--- config.mk ---
export PLATFORM = sky130hd
export DESIGN_NAME = baud_tick_gen
export DESIGN_NICKNAME = d
export VERILOG_FILES = /design/src/rtl/baud_tick_gen.sv
export SDC_FILE = /design/constraint.sdc
export NUM_CORES = 1
export LEC_CHECK = 0
export CAP_MARGIN = 40
export CORE_AREA = 3 3 114 116
export CTS_BUF_LIST = sky130_fd_sc_hd__clkbuf_4 sky130_fd_sc_hd__clkbuf_8 sky130_fd_sc_hd__clkbuf_16
export DETAILED_ROUTE_END_ITERATION = 8
export DIE_AREA = 0 0 117 119
export GPL_TIMING_DRIVEN = 1
export PLACE_DENSITY = 0.52
export SLEW_MARGIN = 20
export SYNTH_ARGS = -nofsm -noshare
export SYNTH_HDL_FRONTEND = slang
export SYNTH_SLANG_ARGS = --single-unit
export TNS_END_PERCENT = 100
--- constraint.sdc ---
create_clock -name clk -period 9 [get_ports clk]
set_input_delay 1.35 -clock clk [delete_from_list [all_inputs] [get_ports clk]]
set_output_delay 1.35 -clock clk [all_outputs]
set_load 0.01 [all_outputs]
--- src/rtl/baud_tick_gen.sv ---
// Fractional baud-rate tick generator: oversample, mid-bit and bit-rate pulses
// from a programmable integer+fractional clock divisor.
module baud_tick_gen #(
  parameter int DIV_W        = 16,
  parameter int FRAC_W       = 4,
  parameter int OSR          = 16,
  parameter int DEFAULT_DIV  = 651,
  parameter int DEFAULT_FRAC = 1
) (
  input  logic              clk,
  input  logic              reset,
  input  logic              en,
  input  logic              resync,
  input  logic [DIV_W-1:0]  div_int,
  input  logic [FRAC_W-1:0] div_frac,
  input  logic              div_load,
  output logic              os_tick,
  output logic              mid_tick,
  output logic              bit_tick,
  output logic              baud,
  output logic              div_err
);

  localparam int PH_W = $clog2(OSR);
  localparam logic [DIV_W-1:0]  DIV_MIN  = DIV_W'(2);
  localparam logic [DIV_W-1:0]  DEF_INT  = DIV_W'(DEFAULT_DIV);
  localparam logic [FRAC_W-1:0] DEF_FRAC = FRAC_W'(DEFAULT_FRAC);
  localparam logic [PH_W-1:0]   PH_LAST  = PH_W'(OSR - 1);
  localparam logic [PH_W-1:0]   PH_MID   = PH_W'(OSR / 2 - 1);

  logic [DIV_W-1:0]  cur_int_q, cur_int_d;
  logic [FRAC_W-1:0] cur_frac_q, cur_frac_d;
  logic [DIV_W-1:0]  sh_int_q, sh_int_d;
  logic [FRAC_W-1:0] sh_frac_q, sh_frac_d;
  logic              pend_q, pend_d;
  logic [DIV_W-1:0]  cnt_q, cnt_d;
  logic [FRAC_W-1:0] acc_q, acc_d;
  logic              carry_q, carry_d;
  logic [PH_W-1:0]   phase_q, phase_d;
  logic              baud_q, baud_d;
  logic              div_err_q, div_err_d;

  logic              ld_small;
  logic [DIV_W-1:0]  ld_int;
  logic [DIV_W:0]    period_len;
  logic              cnt_last;
  logic              tick;
  logic [FRAC_W:0]   acc_sum;

  assign ld_small   = div_int < DIV_MIN;
  assign ld_int     = ld_small ? DIV_MIN : div_int;
  assign period_len = {1'b0, cur_int_q} + {{DIV_W{1'b0}}, carry_q};
  assign cnt_last   = ({1'b0, cnt_q} + (DIV_W + 1)'(1)) == period_len;
  assign tick       = en && !resync && cnt_last;
  assign acc_sum    = {1'b0, acc_q} + {1'b0, cur_frac_q};

  always_comb begin
    cur_int_d  = cur_int_q;
    cur_frac_d = cur_frac_q;
    sh_int_d   = sh_int_q;
    sh_frac_d  = sh_frac_q;
    pend_d     = pend_q;
    cnt_d      = cnt_q;
    acc_d      = acc_q;
    carry_d    = carry_q;
    phase_d    = phase_q;
    baud_d     = baud_q;
    div_err_d  = div_load && ld_small;

    if (resync) begin
      cnt_d   = '0;
      acc_d   = '0;
      carry_d = 1'b0;
      phase_d = '0;
      if (div_load) begin
        cur_int_d  = ld_int;
        cur_frac_d = div_frac;
        pend_d     = 1'b0;
      end
    end else if (!en) begin
      // Idle: a load takes effect at once and restarts the period, phase is kept.
      if (div_load) begin
        cur_int_d  = ld_int;
        cur_frac_d = div_frac;
        pend_d     = 1'b0;
        cnt_d      = '0;
        acc_d      = '0;
        carry_d    = 1'b0;
      end
    end else if (tick) begin
      cnt_d   = '0;
      phase_d = phase_q + PH_W'(1);
      baud_d  = ~baud_q;
      if (div_load) begin
        cur_int_d  = ld_int;
        cur_frac_d = div_frac;
        pend_d     = 1'b0;
        acc_d      = '0;
        carry_d    = 1'b0;
      end else if (pend_q) begin
        cur_int_d  = sh_int_q;
        cur_frac_d = sh_frac_q;
        pend_d     = 1'b0;
        acc_d      = '0;
        carry_d    = 1'b0;
      end else begin
        {carry_d, acc_d} = acc_sum;
      end
    end else begin
      cnt_d = cnt_q + DIV_W'(1);
      if (div_load) begin
        sh_int_d  = ld_int;
        sh_frac_d = div_frac;
        pend_d    = 1'b1;
      end
    end
  end

  always_ff @(posedge clk) begin
    if (reset) begin
      cur_int_q  <= DEF_INT;
      cur_frac_q <= DEF_FRAC;
      sh_int_q   <= DEF_INT;
      sh_frac_q  <= DEF_FRAC;
      pend_q     <= 1'b0;
      cnt_q      <= '0;
      acc_q      <= '0;
      carry_q    <= 1'b0;
      phase_q    <= '0;
      baud_q     <= 1'b0;
      div_err_q  <= 1'b0;
    end else begin
      cur_int_q  <= cur_int_d;
      cur_frac_q <= cur_frac_d;
      sh_int_q   <= sh_int_d;
      sh_frac_q  <= sh_frac_d;
      pend_q     <= pend_d;
      cnt_q      <= cnt_d;
      acc_q      <= acc_d;
      carry_q    <= carry_d;
      phase_q    <= phase_d;
      baud_q     <= baud_d;
      div_err_q  <= div_err_d;
    end
  end

  // Registered outputs are masked so nothing leaks while reset is held.
  assign os_tick  = tick & ~reset;
  assign mid_tick = os_tick & (phase_q == PH_MID);
  assign bit_tick = os_tick & (phase_q == PH_LAST);
  assign baud     = baud_q & ~reset;
  assign div_err  = div_err_q & ~reset;

endmodule

== After elaboration in Yosys (flattened, before gate mapping) ==
Index checks and enable logic that the tools add are counted.

* Mux-type cells: 31
* $lt $le $gt $ge: 1
* Bitwise gates (word level): 9
* Reductions and logical operators: 11
* Eq/ne operators: 7
* Add/subtract/negate cells: 5

{| class="wikitable"
|+ Operators with widths
! operator !! number
|-
| 16-bit two-way mux || 10
|-
| 4-bit two-way mux || 11
|-
| 16-bit by 1-bit adder with 17-bit output || 1
|-
| 16-bit by 1-bit adder with 17-bit output (second input constant) || 1
|-
| 17-bit equality test || 1
|-
| 16-bit by 1-bit adder with 16-bit output (second input constant) || 1
|-
| 16-bit by 2-bit < comparator with 1-bit output (second input constant) || 1
|-
| 1-bit two-way mux || 10
|-
| 4-bit by 1-bit inequality test with 1-bit output (second input constant) || 2
|-
| 2-bit AND reduction || 3
|-
| 4-bit by 4-bit adder with 5-bit output || 1
|-
| 1-bit bitwise AND || 5
|-
| 4-bit by 1-bit adder with 4-bit output (second input constant) || 1
|-
| 4-bit by 3-bit equality test with 1-bit output (second input constant) || 1
|-
| 4-bit equality test (second input constant) || 1
|-
| 1-bit inverter || 4
|-
| 4-bit AND reduction || 1
|-
| 1-bit logical AND || 3
|-
| 3-bit by 1-bit inequality test with 1-bit output (second input constant) || 1
|-
| 3-bit AND reduction || 1
|-
| 2-bit by 1-bit inequality test with 1-bit output (second input constant) || 1
|-
| 2-bit nonzero test || 1
|-
| 2-bit OR reduction || 1
|-
| 1-bit logical NOT || 1
|}

* Register bits: 68
* Output and inout bits: 5
* Word-level logic and storage cells: 75
* Input bits: 25

== Longest topological paths before layout ==
* Depth after elaboration: 6
* Mapped depth: 13
* Depth with buffers taken out: 10

== Least setup slack after synthesis ==
OpenSTA, ideal clock, no wires.

* Path kind: reg2out
* Start: register cnt_q[0]
* End: output bit_tick
* Stages on the path, launching flop included: 11
* Arrival time: 2668 ps
* Path buffers: 1
* Setup slack: 4982 ps
* Required time: 7650 ps
* Cell sequence: dfxtp_1 ha_1 and3_1 clkbuf_1 nand3_1 xnor3_1 and2_1 nand4_1 nor4_1 nand3_1 nor4b_1

* Cells in the longest elaborated chain, start to end: 5

{| class="wikitable"
|+ RTL lines
! element !! RTL line !! RTL
|-
| start, declared || 36 || <nowiki>logic [DIV_W-1:0] cnt_q, cnt_d;</nowiki>
|-
| start signal, assigned || 138 || <nowiki>cnt_q <= cnt_d;</nowiki>
|-
| 16-bit by 1-bit adder with 17-bit output || 53 || <nowiki>assign cnt_last = ({1'b0, cnt_q} + (DIV_W + 1)'(1)) == period_len;</nowiki>
|-
| 17-bit equality test || 53 ||
|-
| 1-bit logical AND || 54 || <nowiki>assign tick = en && !resync && cnt_last;</nowiki>
|-
| 1-bit bitwise AND || 148 || <nowiki>assign os_tick = tick & ~reset;</nowiki>
|-
| 1-bit bitwise AND || 150 || <nowiki>assign bit_tick = os_tick & (phase_q == PH_LAST);</nowiki>
|-
| end, declared || 19 || <nowiki>output logic bit_tick,</nowiki>
|}

Every way passes these cells.

== Worst setup path after layout ==
Same ends and word-level chain as after synthesis.

==> flow_metrics.env <==
export IMPL_post_route_min_period_ps=5110
export IMPL_cts_setup_buffers=0
export IMPL_antenna_found_initial=0
export IMPL_setup_viol=0
export IMPL_syn_area_um2=4460
export IMPL_core_area_um2=12000
export IMPL_met1_usage_pct=25.5
export IMPL_yosysMostFrequentCell="dfxtp_1"
export IMPL_vias_per_cell=5.51
export IMPL_fin_worst_skew_ps=6.51
export IMPL_numCtsBuffers=9
export IMPL_grt_ovfl_total=0
export IMPL_synth_avg_cell_area_um2=7.91
export IMPL_grt_pass1_vias=3482
export IMPL_status="complete, no violations"
export IMPL_dp_hpwl_mm=7.66
export IMPL_ctsHoldBuffers=0
export IMPL_insertion_delay_ps=340
export IMPL_synth_seq_cells=68
export IMPL_cp_common_cell="nand3_1"
export IMPL_postSynthNetCount=599
export IMPL_diodes=0
export IMPL_end_kind="output pin"
export IMPL_rsz0062_at_grt="no"
export IMPL_grt_pass1_wl_mm=18.6
export IMPL_fin_nets=604
export IMPL_post_route_drc_count=0
export IMPL_setup_tns_ps=0
export IMPL_synthArstFlopShare_pct=0
export IMPL_dieArea_um2=13900
export IMPL_vias=3973
export IMPL_p_leak_nw=1.75
export IMPL_dpl_instance_area_um2=4820
export IMPL_design_area_um2=5130
export IMPL_cts_buffer_depth=2
export IMPL_cp_start_kind="flip-flop"
export IMPL_io_buffers=29
export IMPL_cts_resized_gates=0
export IMPL_ir_drop_uv=111
export IMPL_synth_top_cell_area_share_pct=30.5
export IMPL_ys_types=57
export IMPL_drt_iter0_drc=305
export IMPL_use_met2_pct=23.1
export IMPL_die_w_um=117
export IMPL_synthCells=564
export IMPL_path_delay_family="simple AND/OR/NAND/NOR gates"
export IMPL_maxClockFrequency_mhz=196
export IMPL_rows=40
export IMPL_powerDensity_nw_per_um2=145
export IMPL_dominantRegCellSynth="dfxtp_1"
export IMPL_die_y_um=119
export IMPL_yosysWarnings=0
export IMPL_worst_setup_path_type="reg -> out"
export IMPL_cts_tree="done"
export IMPL_grt_busiest_layer="met1"
export IMPL_tightest_slew_ps=794
export IMPL_finalMaxSlewViolations=0
export IMPL_area_delta_synth_final_pct=14.9
export IMPL_crit_slowest_cell="clkdlybuf4s50_1"
export IMPL_fin_crit_sh_pct=56.8
export IMPL_crit_required_ps=7650
export IMPL_track_usage_pct=16.7
export IMPL_start_util_pct=37.2
export IMPL_max_cap_violations=0
export IMPL_cp_arrival_ps=3760
export IMPL_htreeDepth=3
export IMPL_critPathMaxStageDelay_ps=590
export IMPL_drive_gt1_share_pct=6.10
export IMPL_cp_buffers_inverters=1
export IMPL_pin_count=30
export IMPL_hp_class="reg -> reg"
export IMPL_netlist_top_cells_area="dfxtp_1 (31%), mux2i_1 (7.0%), nand2_1 (5.4%), xnor2_1 (5.1%), nand2b_1 (4.2%)"
export IMPL_avgRoutedWirePerCell_um=15.5
export IMPL_drtAntennaViolNets=0
export IMPL_cts_clk_slew_worst_paths_ps=50
export IMPL_place_gp_congestion=0.896
export IMPL_ys_seq_area_share_pct=30.5
export IMPL_synth_edf_count=0
export IMPL_slew_headroom_pct=46.6
export IMPL_wl_mm=11.2
export IMPL_firstDrtPassIters=5
export IMPL_crit_fanout=9
export IMPL_grt_use_met3_pct=4.37
export IMPL_num_fill_cells=1191
export IMPL_cts_root_buf="clkbuf_16"
export IMPL_cts_sinks=68
export IMPL_hold_viol_final=0
export IMPL_synth_top_area_cell="dfxtp_1"
export IMPL_crit_chain="ha_1 > and3_1 > nand3_1 > xnor3_1 > and2_1 > nand4_1 > nor4_1 > nand3_1 > nor4b_1 > clkdlybuf4s50_1"
export IMPL_synthTopCellsByCount="dfxtp_1 (68), nand2_1 (64), nor2_1 (45)"
export IMPL_grt_max_degree=96
report_power, final:
group          total (mW)  switching (mW)  internal (mW)  leakage, nW
sequential          0.323          0.0120          0.311        0.554
combinational      0.0890          0.0473         0.0417         1.06
clock               0.333           0.134          0.199        0.135
total               0.745           0.193          0.552         1.75
worst register-to-register path, cell delays in order (launching register included):
cell and delay, ps:
dfxtp_1 480, and3_1 420, a41oi_1 300, nand2b_1 240
or4_1 470, nand3_1 170, or4b_1 660, buf_8 240
nor2_1 320, mux2_2 380
path summary, 6_finish.rpt:
path,startpoint,to,slack (ps),cells after the start
worst max-delay path,cnt_q[0]$_SDFFE_PP0P_,bit_tick,3890,10
worst min-delay path,sh_int_q[11]$_SDFFE_PP0P_,sh_int_q[11]$_SDFFE_PP0P_,470,2
worst max register to register,cnt_q[4]$_SDFFE_PP0P_,baud_q$_SDFFE_PP0P_,5210,9
worst min register to register,sh_int_q[11]$_SDFFE_PP0P_,sh_int_q[11]$_SDFFE_PP0P_,470,2
state kept, by name, summed over array words and instances (netlist names):
signal and flops:
carry_q 1, baud_q 1, sh_frac_q 4, pend_q 1
acc_q 4, sh_int_q 16, cur_frac_q 4, cnt_q 16
div_err_q 1, phase_q 4, cur_int_q 16
final cells by class:
type / instances / area, um^2 / share of cell area, %
multi-input combinational: 432 / 2850 / 55.5
sequential: 68 / 1360 / 26.5
clock buffer: 12 / 254 / 4.95
tap: 147 / 184 / 3.59
inverter: 19 / 71.3 / 1.39
timing repair buffer: 39 / 388 / 7.56
clock inverter: 4 / 25.0 / 0.488
cells in the final DEF (no fill, tap or decap), drive strengths merged, types with 3 or more instances in the layout:
cell type,Yosys,routed
nor2,46,46
o41ai,14,14
a21oi,37,37
clkdlybuf4s50,0,28
mux2i,31,31
nand4,21,21
inv,19,19
and2,3,3
nand3,18,18
nand2b,30,30
o31ai,4,4
and4,5,5
xnor3,5,5
xor2,9,9
a31oi,4,4
and3,6,6
o21ai,26,26
buf,18,11
ha,9,9
o311ai,3,3
nor4,12,12
nand2,64,64
nor2b,6,6
a211oi,5,5
clkbuf,27,12
xnor2,26,26
nor3,8,8
or3,4,4
o211ai,10,10
dfxtp,68,68
metrics by stage:
stage          hold slack, ps  power (mW)  util (%)  instances  setup slack [ps]
6_report                  469       0.745      42.7        721              3890
5_1_grt                   489       0.778      42.7        721              3540
4_1_cts                   474       0.756      42.5        720              3830
3_5_place_dp              465       0.417      40.1        704              4230
3_3_place_gp              459       0.416      40.0        703              4270
2_1_floorplan             449       0.387         -        564              4980
logic make-up (layout without fill, tap and decap cells):
logic type / count (synthesis) / after routing / share of synthesized area [%]
flip-flops: 68 / 68 / 30.5
AND/OR/NAND/NOR: 233 / 233 / 27.2
adder cells (fa/ha/maj): 10 / 10 / 2.97
XOR/XNOR: 40 / 40 / 9.39
buffers and inverters: 64 / 74 / 6.08
AO/OA/AOI/OAI: 117 / 117 / 16.7
multiplexers: 32 / 32 / 7.20
metal layers:
| layer | vias to the layer above | share of wire, % |
|---|---|---|
| met3 | 14 | 4.9 |
| li1 | 2034 | - |
| met2 | 96 | 42 |
| met5 | - | 0 |
| met4 | 0 | 1.4 |
| met1 | 1829 | 52 |
No activity file was read; power rests on OpenSTA's default activity.
==> RTL change 1 (same flow settings) <==
Make the reset (`reset`) asynchronous in one clocked block.
--- a/src/rtl/baud_tick_gen.sv
+++ b/src/rtl/baud_tick_gen.sv
@@ -116,7 +116,7 @@
     end
   end
 
-  always_ff @(posedge clk) begin
+  always_ff @(posedge clk or posedge reset) begin
     if (reset) begin
       cur_int_q  <= DEF_INT;
       cur_frac_q <= DEF_FRAC;
Function: no difference found for any inputs over 4 cycles, from zero or initial values and one cycle with reset high; that may be too few to reach the edited logic, so the function may still have changed.
==> RTL change 1 against the unedited design <==
Final cell count decreased by 16%. Critical path depth unchanged. Routed wire length decreased by 0.15%. Sequential power increased by 15%. Die area unchanged. Count of clock-buffer cells in the layout decreased by 3. Setup slack got worse by 210 ps. Design area decreased by 1.3%. Global-route usage increased by 0.34 points. Area after synthesis decreased by 3.2%. Synthesized cell count decreased by 24%. Sequential cell count unchanged. Power increased by 15%. Critical path type unchanged. Largest power group is now sequential cells. Highest routed layer unchanged.
==> RTL change 1: results (changes against the unedited design) <==
Vias in the first global route: 3412 (was 3482)
Clock Skews: 5.71 ps (was 6.51 ps)
Largest net degree at the start of global routing: 42 (was 96)
Clk pwr share: 42.6% (was 44.7%)
Reg2Reg Depth: 10 (was 9)
CP arrival: 3970 ps (was 3760 ps)
Number of standard cells after synthesis: 430 (was 564)
Post-Synth XOR/XNOR Area: 9.10% (was 9.39%)
Final net count: 489 (was 604)
M3 GR Usage: 3.30% (was 4.37%)
Post-synthesis sequential area ratio: 39.7% (was 30.5%)
Post-synthesis mux area share: 5.45% (was 7.20%)
Reg2Reg Setup Slack: 5240 ps (was 5210 ps)
Detail Route met3 WL: 475 um (was 551 um)
Worst hold stages: 1 (was 2)
Worst Hold End: baud_q$_DFFE_PP0P_ (was sh_int_q[11]$_SDFFE_PP0P_)
Syn_nets: 465 (was 599)
Dpl ws: 4050 ps (was 4230 ps)
Fraction of layout cells with a size suffix above 1: 17.6% (was 6.10%)
CP max stage cell: or4_4 (was clkdlybuf4s50_1)
Global-route wire length before repair: 18600 um (about the same)
Non-Filler Instances: 606 (was 721)
Net load switching power: 0.234 mW (was 0.193 mW)
Maximum vdd drop: 78.3 uV (was 111 uV)
DP HPWL: 7860 um (was 7660 um)
Comb power frac: 14.1% (was 11.9%)
Compound-Gate Fraction of Synth Area: 17.3% (was 16.7%)
Post-synth ARST share: 100% (was 0%)
Worst r2r dst: cur_int_q[4]$_DFFE_PP0P_ (was baud_q$_SDFFE_PP0P_)
Initial DRC Count: 154 (was 305)
Status: finished, final reports clean (unchanged)
WHS: 479 ps (was 469 ps)
Gr usage total: 17.1% (was 16.7%)
Total Wirelength: 11100 um (was 11200 um)
Sw Ratio: 27.4% (was 25.9%)
Fillcell total: 1180 (was 1191)
Largest stage delay on the critical path: 610 ps (was 590 ps)
RTL change 1: changes by cell type in the layout (fill, tap and decap cells not counted), moves of 14 or more:
cell and delta:
nand2b_1 -27, o211ai_1 +14, dfrtp_1 +56, dfxtp_1 -68
nand2_1 -39, nor2_1 -31, mux2_2 +19, a21oi_1 -29
mux2i_1 -30, o41ai_1 -14
RTL change 1: area by class of cell:
class / count / area [um^2] / share of cell area [%]
clock inverters: 7 / 75.1 / 1.48
inverters: 30 / 113 / 2.22
multi-input cells: 308 / 2380 / 47.0
flip-flops and latches: 68 / 1720 / 33.9
repair buffers: 37 / 370 / 7.31
clock buffers: 9 / 225 / 4.45
well taps: 147 / 184 / 3.63
RTL change 1: how the worst max path moves through the flow:
stage	end	slack, ps	cells after the start
floorplan	mid_tick	4590	9
global placement	bit_tick	4030	10
detailed placement	mid_tick	4050	11
CTS	mid_tick	3670	11
global route	mid_tick	3350	10
finish	bit_tick	3680	10
==> RTL change 2 (same settings) <==
Made on the original files. Change the parameter `DIV_W` from 16 to 14.
--- a/src/rtl/baud_tick_gen.sv
+++ b/src/rtl/baud_tick_gen.sv
@@ -1,7 +1,7 @@
 // Fractional baud-rate tick generator: oversample, mid-bit and bit-rate pulses
 // from a programmable integer+fractional clock divisor.
 module baud_tick_gen #(
-  parameter int DIV_W        = 16,
+  parameter int DIV_W        = 14,
   parameter int FRAC_W       = 4,
   parameter int OSR          = 16,
   parameter int DEFAULT_DIV  = 651,
Ports: changed (resized div_int); port bits go from 30 to 28. No check against the original RTL was run, so the function may have changed too.
==> RTL change 2 against the unedited design <==
Sequential cell count is 6 lower. Setup slack worse by 490 ps. Hold slack worse by 11 ps. Count of clock-buffer cells in the layout is 1 lower. Power is 2.4% lower. Critical path depth is 2 lower. Routed wire length is 7.2% higher. Area after synthesis is 6.4% lower. Global-route usage is 1.6 points higher. Final cell count is 3.9% lower. Design area is 5.8% lower. Via count is 1.4% lower. Register-to-register slack better by 130 ps. Critical endpoint is now mid_tick.
==> RTL change 2: results (changes against the unedited design) <==
Detail Route met3 WL: 411 um (was 551 um)
Seq cells post-synth: 62 (was 68)
Most area-consuming cells after synthesis: dfxtp_1 (30%), nand2_1 (7.5%), mux2i_1 (6.0%), a21oi_1 (5.5%), xnor2_1 (4.4%) (was dfxtp_1 (31%), mux2i_1 (7.0%), nand2_1 (5.4%), xnor2_1 (5.1%), nand2b_1 (4.2%))
WHS: 457 ps (was 469 ps)
Gpl congestion: 0.895 (was 0.896)
Metal-1 WL: 5510 um (was 5780 um)
Inverter count: 6 (was 19)
Comb power frac: 13.4% (was 11.9%)
Net load switching power: 0.201 mW (was 0.193 mW)
Fillcell total: 1248 (was 1191)
HP Start: sh_frac_q[3]$_SDFFE_PP0P_ (was sh_int_q[11]$_SDFFE_PP0P_)
Via density: 5.65 (was 5.51)
Placed Instances: 677 (was 704)
Buffering overhead: 7.49% (was 7.56%)
Reg2reg start: cnt_q[0]$_SDFFE_PP0P_ (was cnt_q[4]$_SDFFE_PP0P_)
Dpl ws: 3410 ps (was 4230 ps)
Max-slew headroom: 49.2% (was 46.6%)
Largest net degree at the start of global routing: 43 (was 96)
Top cells by count, synth: nand2_1 (84), dfxtp_1 (62), a21oi_1 (46) (was dfxtp_1 (68), nand2_1 (64), nor2_1 (45))
Input/output buffers: 27 (was 29)
Post-synthesis sequential area ratio: 29.7% (was 30.5%)
M3 GR Usage: 5.18% (was 4.37%)
Crit. Startpoint: en (was cnt_q[0]$_SDFFE_PP0P_)
Multi-input gates: 424 (was 432)
Power Combinational: 0.0973 mW (was 0.0890 mW)
Critical Path End: mid_tick (was bit_tick)
Clk pwr share: 45.7% (was 44.7%)
FF/Latch Area: 0.00124 mm^2 (was 0.00136 mm^2)
Total Wirelength: 12000 um (was 11200 um)
Met1 GRT Util: 23.3% (was 25.5%)
CP arrival: 4250 ps (was 3760 ps)
Final net count: 574 (was 604)
Clock Skews: 10.2 ps (was 6.51 ps)
Clock buffer cells: 11 (was 12)
First-pass DRT Iterations: 4 (was 5)
CP top delay family: buffers and inverters (was simple AND/OR/NAND/NOR gates)
Post-synthesis area per instance: 7.84 um^2 (was 7.91 um^2)
DP HPWL: 8680 um (was 7660 um)
Initial DRC Count: 140 (was 305)
Largest fanout on the critical path: 36 (was 9)
Maximum vdd drop: 106 uV (was 111 uV)
Area after DPL: 0.00454 mm^2 (was 0.00482 mm^2)
Fraction of layout cells with a size suffix above 1: 6.96% (was 6.10%)
Final Cycle Share: 62.3% (was 56.8%)
Non-clk bufs: 38 (was 39)
Status: finished, final reports clean (unchanged)
Area of the multi-input gates: 0.00274 mm^2 (was 0.00285 mm^2)
Global-route wire length before repair: 20300 um (was 18600 um)
GR Util met2: 29.6% (was 23.1%)
Largest stage delay on the critical path: 760 ps (was 590 ps)
Gr usage total: 18.3% (was 16.7%)
Worst Hold End: sh_frac_q[3]$_SDFFE_PP0P_ (was sh_int_q[11]$_SDFFE_PP0P_)
Clock buf/inv share: 5.93% (was 5.44%)
==> RTL change 2: cell types whose count changed after synthesis, moves of 7 or more <==
cell       before  now
o41ai_1        14    0
nand3_1        17   33
nor2_1         45   29
nor3_1          8   22
a21oi_1        37   46
nand4_1        20   12
nand2_1        64   84
and3_1          6   13
a2bb2oi_1       0   12
or4_1           2   15
xor2_1          9   16
nand2b_1       30    2
inv_1          19    5
==> RTL change 2: cell families (layout without fill, tap and decap cells) <==
logic type / count (synthesis) / count (layout) / share of synthesized area [%]
simple gates: 239 / 239 / 29.3
flops: 62 / 62 / 29.7
xor+xnor: 42 / 42 / 10.5
fa+ha+maj: 10 / 10 / 3.18
compound gates: 107 / 107 / 16.1
buf+inv: 47 / 60 / 4.97
mux: 26 / 26 / 6.26
==> RTL change 2: worst min-delay path: stages, from the launching register on <==
cell	delay [ps]
dfxtp_1	300
nand2_1	50
mux2i_1	50
